===== src/rtl/bus_arbiter_pkg.sv =====
// Shared definitions for the bus arbiter: grant-policy encodings, transfer
// counter width and the saturating counter helper.
package bus_arbiter_pkg;

    localparam int ARB_FIXED  = 0;
    localparam int ARB_RR     = 1;

    localparam int XFER_CNT_W = 16;
    localparam logic [XFER_CNT_W-1:0] XFER_CNT_MAX = 16'hFFFF;

    // Increment that sticks at the all-ones value instead of wrapping.
    function automatic logic [XFER_CNT_W-1:0] sat_inc(input logic [XFER_CNT_W-1:0] v);
        logic [XFER_CNT_W-1:0] r;
        if (v == XFER_CNT_MAX) begin
            r = v;
        end else begin
            r = v + 16'd1;
        end
        return r;
    endfunction

endpackage


===== src/rtl/bus_arbiter_if.sv =====
// Bus arbiter signal bundle. The master side drives source data, the
// active-low drive requests and the contention clear; the slave side (the
// arbiter) returns the registered bus, grant and status.
interface bus_arbiter_if
    import bus_arbiter_pkg::*;
#(
    parameter int WIDTH = 8,
    parameter int N_SRC = 4
) ();

    logic [N_SRC*WIDTH-1:0] src_data;
    logic [N_SRC-1:0]       src_enable_n;
    logic                   contention_clr;
    logic [WIDTH-1:0]       bus_out;
    logic [N_SRC-1:0]       grant;
    logic                   bus_valid;
    logic                   contention;
    logic [XFER_CNT_W-1:0]  xfer_count;

    modport master (
        output src_data,
        output src_enable_n,
        output contention_clr,
        input  bus_out,
        input  grant,
        input  bus_valid,
        input  contention,
        input  xfer_count
    );

    modport slave (
        input  src_data,
        input  src_enable_n,
        input  contention_clr,
        output bus_out,
        output grant,
        output bus_valid,
        output contention,
        output xfer_count
    );

endinterface


===== src/rtl/bus_arbiter_arb_pick.sv =====
// Combinational picker: scans the request vector starting at i_start,
// wrapping modulo N_SRC, and returns a one-hot grant for the first asserted
// request. An all-zero request vector yields an all-zero grant.
module arb_pick #(
    parameter int N_SRC = 4,
    parameter int IDX_W = $clog2(N_SRC)
) (
    input  logic [N_SRC-1:0] i_req,
    input  logic [IDX_W-1:0] i_start,
    output logic [N_SRC-1:0] o_grant
);

    localparam logic [IDX_W:0] NS = (IDX_W+1)'(N_SRC);

    logic [N_SRC-1:0] w_grant;
    logic [IDX_W:0]   w_raw;
    logic [IDX_W:0]   w_idx;
    logic             w_hit;
    logic             w_found;

    // Wrapping priority scan; each index is visited exactly once, so each
    // grant bit is written once and only the first hit can be set.
    always_comb begin
        w_grant = '0;
        w_found = 1'b0;
        w_raw   = '0;
        w_idx   = '0;
        w_hit   = 1'b0;
        for (int k = 0; k < N_SRC; k++) begin
            w_raw   = {1'b0, i_start} + (IDX_W+1)'(k);
            w_idx   = (w_raw >= NS) ? (w_raw - NS) : w_raw;
            w_hit   = ~w_found & i_req[w_idx[IDX_W-1:0]];
            w_grant[w_idx[IDX_W-1:0]] = w_hit;
            w_found = w_found | w_hit;
        end
    end

    assign o_grant = w_grant;

endmodule


===== src/rtl/bus_arbiter.sv =====
// Bus arbiter top: samples active-low drive requests every clock, grants one
// source (fixed priority or round-robin), and registers the granted data,
// grant, valid, sticky contention flag and a saturating transfer counter.
module bus_arbiter
    import bus_arbiter_pkg::*;
#(
    parameter int WIDTH = 8,
    parameter int N_SRC = 4,
    parameter int MODE  = ARB_FIXED,
    parameter int KEEP  = 1
) (
    input  logic         clk,
    input  logic         reset_n,
    bus_arbiter_if.slave bus
);

    localparam int IDX_W = $clog2(N_SRC);
    localparam logic [IDX_W-1:0] LAST_IDX = IDX_W'(N_SRC - 1);

    logic [N_SRC-1:0]      w_req;
    logic                  w_any;
    logic                  w_multi;
    logic [IDX_W-1:0]      w_start;
    logic [N_SRC-1:0]      w_grant;
    logic [IDX_W-1:0]      w_grant_idx;
    logic [WIDTH-1:0]      w_sel_data;

    logic [WIDTH-1:0]      r_bus_out;
    logic [N_SRC-1:0]      r_grant;
    logic                  r_bus_valid;
    logic                  r_contention;
    logic [XFER_CNT_W-1:0] r_xfer_count;
    logic [IDX_W-1:0]      r_last_grant;

    assign w_req   = ~bus.src_enable_n;
    assign w_any   = |w_req;
    // Clearing the lowest set bit leaves something only if two or more are set.
    assign w_multi = |(w_req & (w_req - N_SRC'(1)));

    // Search start: round-robin begins one past the last winner, fixed at 0.
    always_comb begin
        w_start = '0;
        if (MODE == ARB_RR) begin
            if (r_last_grant == LAST_IDX) begin
                w_start = '0;
            end else begin
                w_start = r_last_grant + IDX_W'(1);
            end
        end else begin
            w_start = '0;
        end
    end

    arb_pick #(
        .N_SRC (N_SRC),
        .IDX_W (IDX_W)
    ) u_arb_pick (
        .i_req   (w_req),
        .i_start (w_start),
        .o_grant (w_grant)
    );

    // One-hot grant to index and granted-slice select, done as AND-OR so the
    // one-hot guarantee makes both exact without priority logic.
    always_comb begin
        w_grant_idx = '0;
        w_sel_data  = '0;
        for (int i = 0; i < N_SRC; i++) begin
            w_grant_idx = w_grant_idx | (IDX_W'(i) & {IDX_W{w_grant[i]}});
            w_sel_data  = w_sel_data | (bus.src_data[i*WIDTH +: WIDTH] & {WIDTH{w_grant[i]}});
        end
    end

    // Registered arbitration result, round-robin pointer, sticky contention
    // and saturating transfer count.
    always_ff @(posedge clk or negedge reset_n) begin
        if (!reset_n) begin
            r_bus_out    <= '0;
            r_grant      <= '0;
            r_bus_valid  <= 1'b0;
            r_contention <= 1'b0;
            r_xfer_count <= '0;
            r_last_grant <= LAST_IDX;
        end else begin
            r_grant     <= w_grant;
            r_bus_valid <= w_any;
            if (w_any) begin
                r_bus_out    <= w_sel_data;
                r_last_grant <= w_grant_idx;
                r_xfer_count <= sat_inc(r_xfer_count);
            end else begin
                r_last_grant <= r_last_grant;
                r_xfer_count <= r_xfer_count;
                if (KEEP == 0) begin
                    r_bus_out <= '0;
                end else begin
                    r_bus_out <= r_bus_out;
                end
            end
            // A new multi-request outranks a clear in the same cycle.
            if (w_multi) begin
                r_contention <= 1'b1;
            end else if (bus.contention_clr) begin
                r_contention <= 1'b0;
            end else begin
                r_contention <= r_contention;
            end
        end
    end

    assign bus.bus_out    = r_bus_out;
    assign bus.grant      = r_grant;
    assign bus.bus_valid  = r_bus_valid;
    assign bus.contention = r_contention;
    assign bus.xfer_count = r_xfer_count;

endmodule


===== src/flat_wrapper.sv =====
// flat-port wrapper written by rule: the top's interface ports become plain ports
module bus_arbiter_flat import bus_arbiter_pkg::*;
#(
    parameter int WIDTH = 8,
    parameter int N_SRC = 4,
    parameter int MODE  = ARB_FIXED,
    parameter int KEEP  = 1
)
  (clk, reset_n, bus_src_data, bus_src_enable_n, bus_contention_clr, bus_bus_out, bus_grant, bus_bus_valid, bus_contention, bus_xfer_count);
  bus_arbiter_if #(.WIDTH(WIDTH), .N_SRC(N_SRC)) bus_i ();
  input  logic clk;
  input  logic reset_n;
  input wire logic [$bits(bus_i.src_data)-1:0] bus_src_data;
  input wire logic [$bits(bus_i.src_enable_n)-1:0] bus_src_enable_n;
  input wire logic [$bits(bus_i.contention_clr)-1:0] bus_contention_clr;
  output wire logic [$bits(bus_i.bus_out)-1:0] bus_bus_out;
  output wire logic [$bits(bus_i.grant)-1:0] bus_grant;
  output wire logic [$bits(bus_i.bus_valid)-1:0] bus_bus_valid;
  output wire logic [$bits(bus_i.contention)-1:0] bus_contention;
  output wire logic [$bits(bus_i.xfer_count)-1:0] bus_xfer_count;
  assign bus_i.src_data = bus_src_data;
  assign bus_i.src_enable_n = bus_src_enable_n;
  assign bus_i.contention_clr = bus_contention_clr;
  assign bus_bus_out = bus_i.bus_out;
  assign bus_grant = bus_i.grant;
  assign bus_bus_valid = bus_i.bus_valid;
  assign bus_contention = bus_i.contention;
  assign bus_xfer_count = bus_i.xfer_count;
  bus_arbiter #(.WIDTH(WIDTH), .N_SRC(N_SRC), .MODE(MODE), .KEEP(KEEP)) u_core (.clk(clk), .reset_n(reset_n), .bus(bus_i));
endmodule

===== config.mk =====
export PLATFORM = sky130hd
export DESIGN_NAME = bus_arbiter_flat
export DESIGN_NICKNAME = d
export VERILOG_FILES = /design/src/rtl/bus_arbiter_pkg.sv /design/src/rtl/bus_arbiter_if.sv /design/src/rtl/bus_arbiter_arb_pick.sv /design/src/rtl/bus_arbiter.sv /design/src/flat_wrapper.sv
export SDC_FILE = /design/constraint.sdc
export NUM_CORES = 1
export LEC_CHECK = 0
export ABC_CLOCK_PERIOD_IN_PS = 5000
export CAP_MARGIN = 5
export CORE_MARGIN = 1
export CORE_UTILIZATION = 32
export CTS_BUF_LIST = sky130_fd_sc_hd__clkbuf_4 sky130_fd_sc_hd__clkbuf_8
export DETAILED_ROUTE_END_ITERATION = 7
export PLACE_DENSITY = 0.67
export RECOVER_POWER = 100
export SLEW_MARGIN = 20
export SYNTH_ARGS = -nofsm -noshare
export SYNTH_HDL_FRONTEND = slang
export SYNTH_SLANG_ARGS = --single-unit
export TNS_END_PERCENT = 5

===== constraint.sdc =====
create_clock -name clk -period 5 [get_ports clk]
set_clock_uncertainty 0.05 [all_clocks]
set_input_delay 1.25 -clock clk [delete_from_list [all_inputs] [get_ports clk]]
set_output_delay 1.25 -clock clk [all_outputs]
set_load 0.005 [all_outputs]

==> metrics.txt <==
Met3 Wirelength 265 um; antenna violations before repair 0; vias in the first global route 1411; largest net degree at the start of global routing 31; register area share after synthesis 0.503; Hold Crit Class reg -> reg; IO Count 69; clk_lat worst skew 280 ps; syn avg cell area 10.2 um^2; cell count after synthesis 146; Placer Congestion 0.821; most frequent cells in the layout clkdlybuf4s50_1, dlygate4sd3_1, dfrtp_1; Fill cells 428; diode count 0; R2R Setup Slk 3050 ps; post-detail-place hpwl 2730 um; clock sink total 30; post-synthesis net count 186; DRT Wirelength 3580 um; via count 1362; Final period util 0.668; RSZ-0062 raised after global routing false; total gr overflow 0; Max-Cap Viols 1; Clock H-tree levels 2; post-CTS resize count 0; Sequential cell area 751 um^2; Chip Width 70.3 um; commonest non-fill, non-tap cell in the layout clkdlybuf4s50_1; slack of the critical path 1660 ps; Longest Clk Path Bufs 2; #FFs+latches synth 30; area of the multi-input gates 696 um^2; CTS root buffer clkbuf_8; drt initial violations 61; Worst Tran Pin Value 1580 ps; Detailed Routing Iterations Pass 1 4; Cell Pwr Density 367 mW/mm^2; initial core utilization 0.338; Routed Antenna Nets 0; Startpoint Class primary input; # setup viols final 0; final hold violation count 0; WL met1 1520 um; cts hold-fix bufs 0; clock-pin transition on the worst setup and hold timing paths 70 ps; synth warn 0; die area 0.00494 mm^2; worst IR drop on VDD 146 uV; met2 wire len 1720 um; Max Freq 299 MHz; die span in y 70.3 um; status complete, but fails checks; max_slew headroom -0.0543; critical path type in -> reg; post-route minimum period 3340 ps; Buffers on Ports 68; TritonCTS buffer count 5; share of post-route cells with drive strength above 1 0.0509; WL per Instance 13.3 um; Worst Setup End Kind flop; failing checks max-capacitance violations, max-slew violations; Synth cell types 30; global-route wire length before repair 6460 um; Final Slew Violations 31; DR vias/cell 5.08; CTS tree yes; # DRC 0; Layout Area Growth over Synthesis 54.4%; WP data arrival 3440 ps; synthesized area 0.00149 mm^2; total negative slack 0 ps; Worst Path Required 5100 ps; Setup WS pre-CTS 1380 ps; Final #Nets 255; GRT Overall Usage 0.169; core area 0.00441 mm^2; top sig layer met4; post-CTS setup buffer count 0; Power Total 0.844 mW; # rows 24; leakage 0.934 nW; largest fanout on the critical path 20
-- state kept, by name, summed over array words and instances, names as in the netlist --
register	flops
u_core.bus.bus_valid	1
u_core.bus.bus_out	8
u_core.bus.xfer_count	16
u_core.bus.grant	4
u_core.bus.contention	1
-- worst max-delay path: stages --
cell and delay, ps:
dlygate4sd3_1 960, and4_1 430, inv_1 280, nand2b_1 250, nor3_1 100, xor2_1 160
-- worst paths after layout --
kind,to,depth (start not counted),from
max reg2reg,u_core.bus.xfer_count[1]$_DFFE_PN0P_,5,u_core.bus.xfer_count[0]$_DFFE_PN0P_
max in group asynchronous,u_core.bus.xfer_count[10]$_DFFE_PN0P_,2,reset_n
min in group asynchronous,u_core.bus.xfer_count[0]$_DFFE_PN0P_,2,reset_n
max,u_core.bus.xfer_count[15]$_DFFE_PN0P_,6,bus_src_enable_n[0]
min reg2reg,u_core.bus.xfer_count[0]$_DFFE_PN0P_,1,u_core.bus.xfer_count[0]$_DFFE_PN0P_
min,u_core.bus.xfer_count[0]$_DFFE_PN0P_,1,u_core.bus.xfer_count[0]$_DFFE_PN0P_
-- cells by family (layout without fill, tap and decap cells) --
kind of cell,Yosys count,after routing,synth area share
simple gates,61,61,0.238
xor+xnor,15,15,0.0881
compound gates,27,27,0.119
mux,1,1,0.0101
buf+inv,10,80,0.0260
flops,30,30,0.503
fa+ha+maj,2,2,0.0151
-- final cells by class --
| type | count | area share |
|---|---|---|
| clock inverters | 1 | 0.00217 |
| flip-flops and latches | 30 | 0.326 |
| inverters | 3 | 0.00489 |
| multi-input cells | 106 | 0.302 |
| repair buffers | 69 | 0.297 |
| well taps | 52 | 0.0283 |
| clock buffers | 7 | 0.0391 |
-- routing by layer --
metal / vias to the layer above / GRT usage
li1: 671 / -
met1: 623 / 0.218
met2: 61 / 0.267
met3: 7 / 0.0390
met4: 0 / 0.0800
met5: - / 0
-- cells in the mapped netlist, drive strengths merged --
cell type / instances / area share
nand2: 8 / 0.020
xnor2: 2 / 0.012
dfrtp: 30 / 0.50
o221ai: 5 / 0.029
nand2b: 10 / 0.042
xor2: 13 / 0.076
and4: 3 / 0.018
clkbuf: 5 / 0.013
a21oi: 6 / 0.020
o211a: 1 / 0.0067
nor4b: 1 / 0.0059
a31oi: 8 / 0.034
o211ai: 1 / 0.0050
nand4: 6 / 0.035
inv: 3 / 0.0075
mux2: 1 / 0.010
o22ai: 5 / 0.021
nor4: 4 / 0.027
o21ai: 1 / 0.0034
buf: 2 / 0.0059
nor3: 6 / 0.020
nand3: 9 / 0.034
maj3: 1 / 0.0067
ha: 1 / 0.0084
nor2: 14 / 0.037
-- report_power, final --
group / switching, mW / internal (mW)
clock: 0.0876 / 0.116
combinational: 0.107 / 0.157
sequential: 0.0764 / 0.300
-- metrics by stage --
step	std cells	util	hold slack [ps]	cell area (um^2)
6_report	268	0.522	468	2300
5_1_grt	268	0.522	491	2300
4_1_cts	268	0.524	483	2310
3_5_place_dp	260	0.502	472	2220
3_3_place_gp	260	0.502	461	2220
2_1_floorplan	146	-	446	1490
Power figures use the tool's default switching activity.
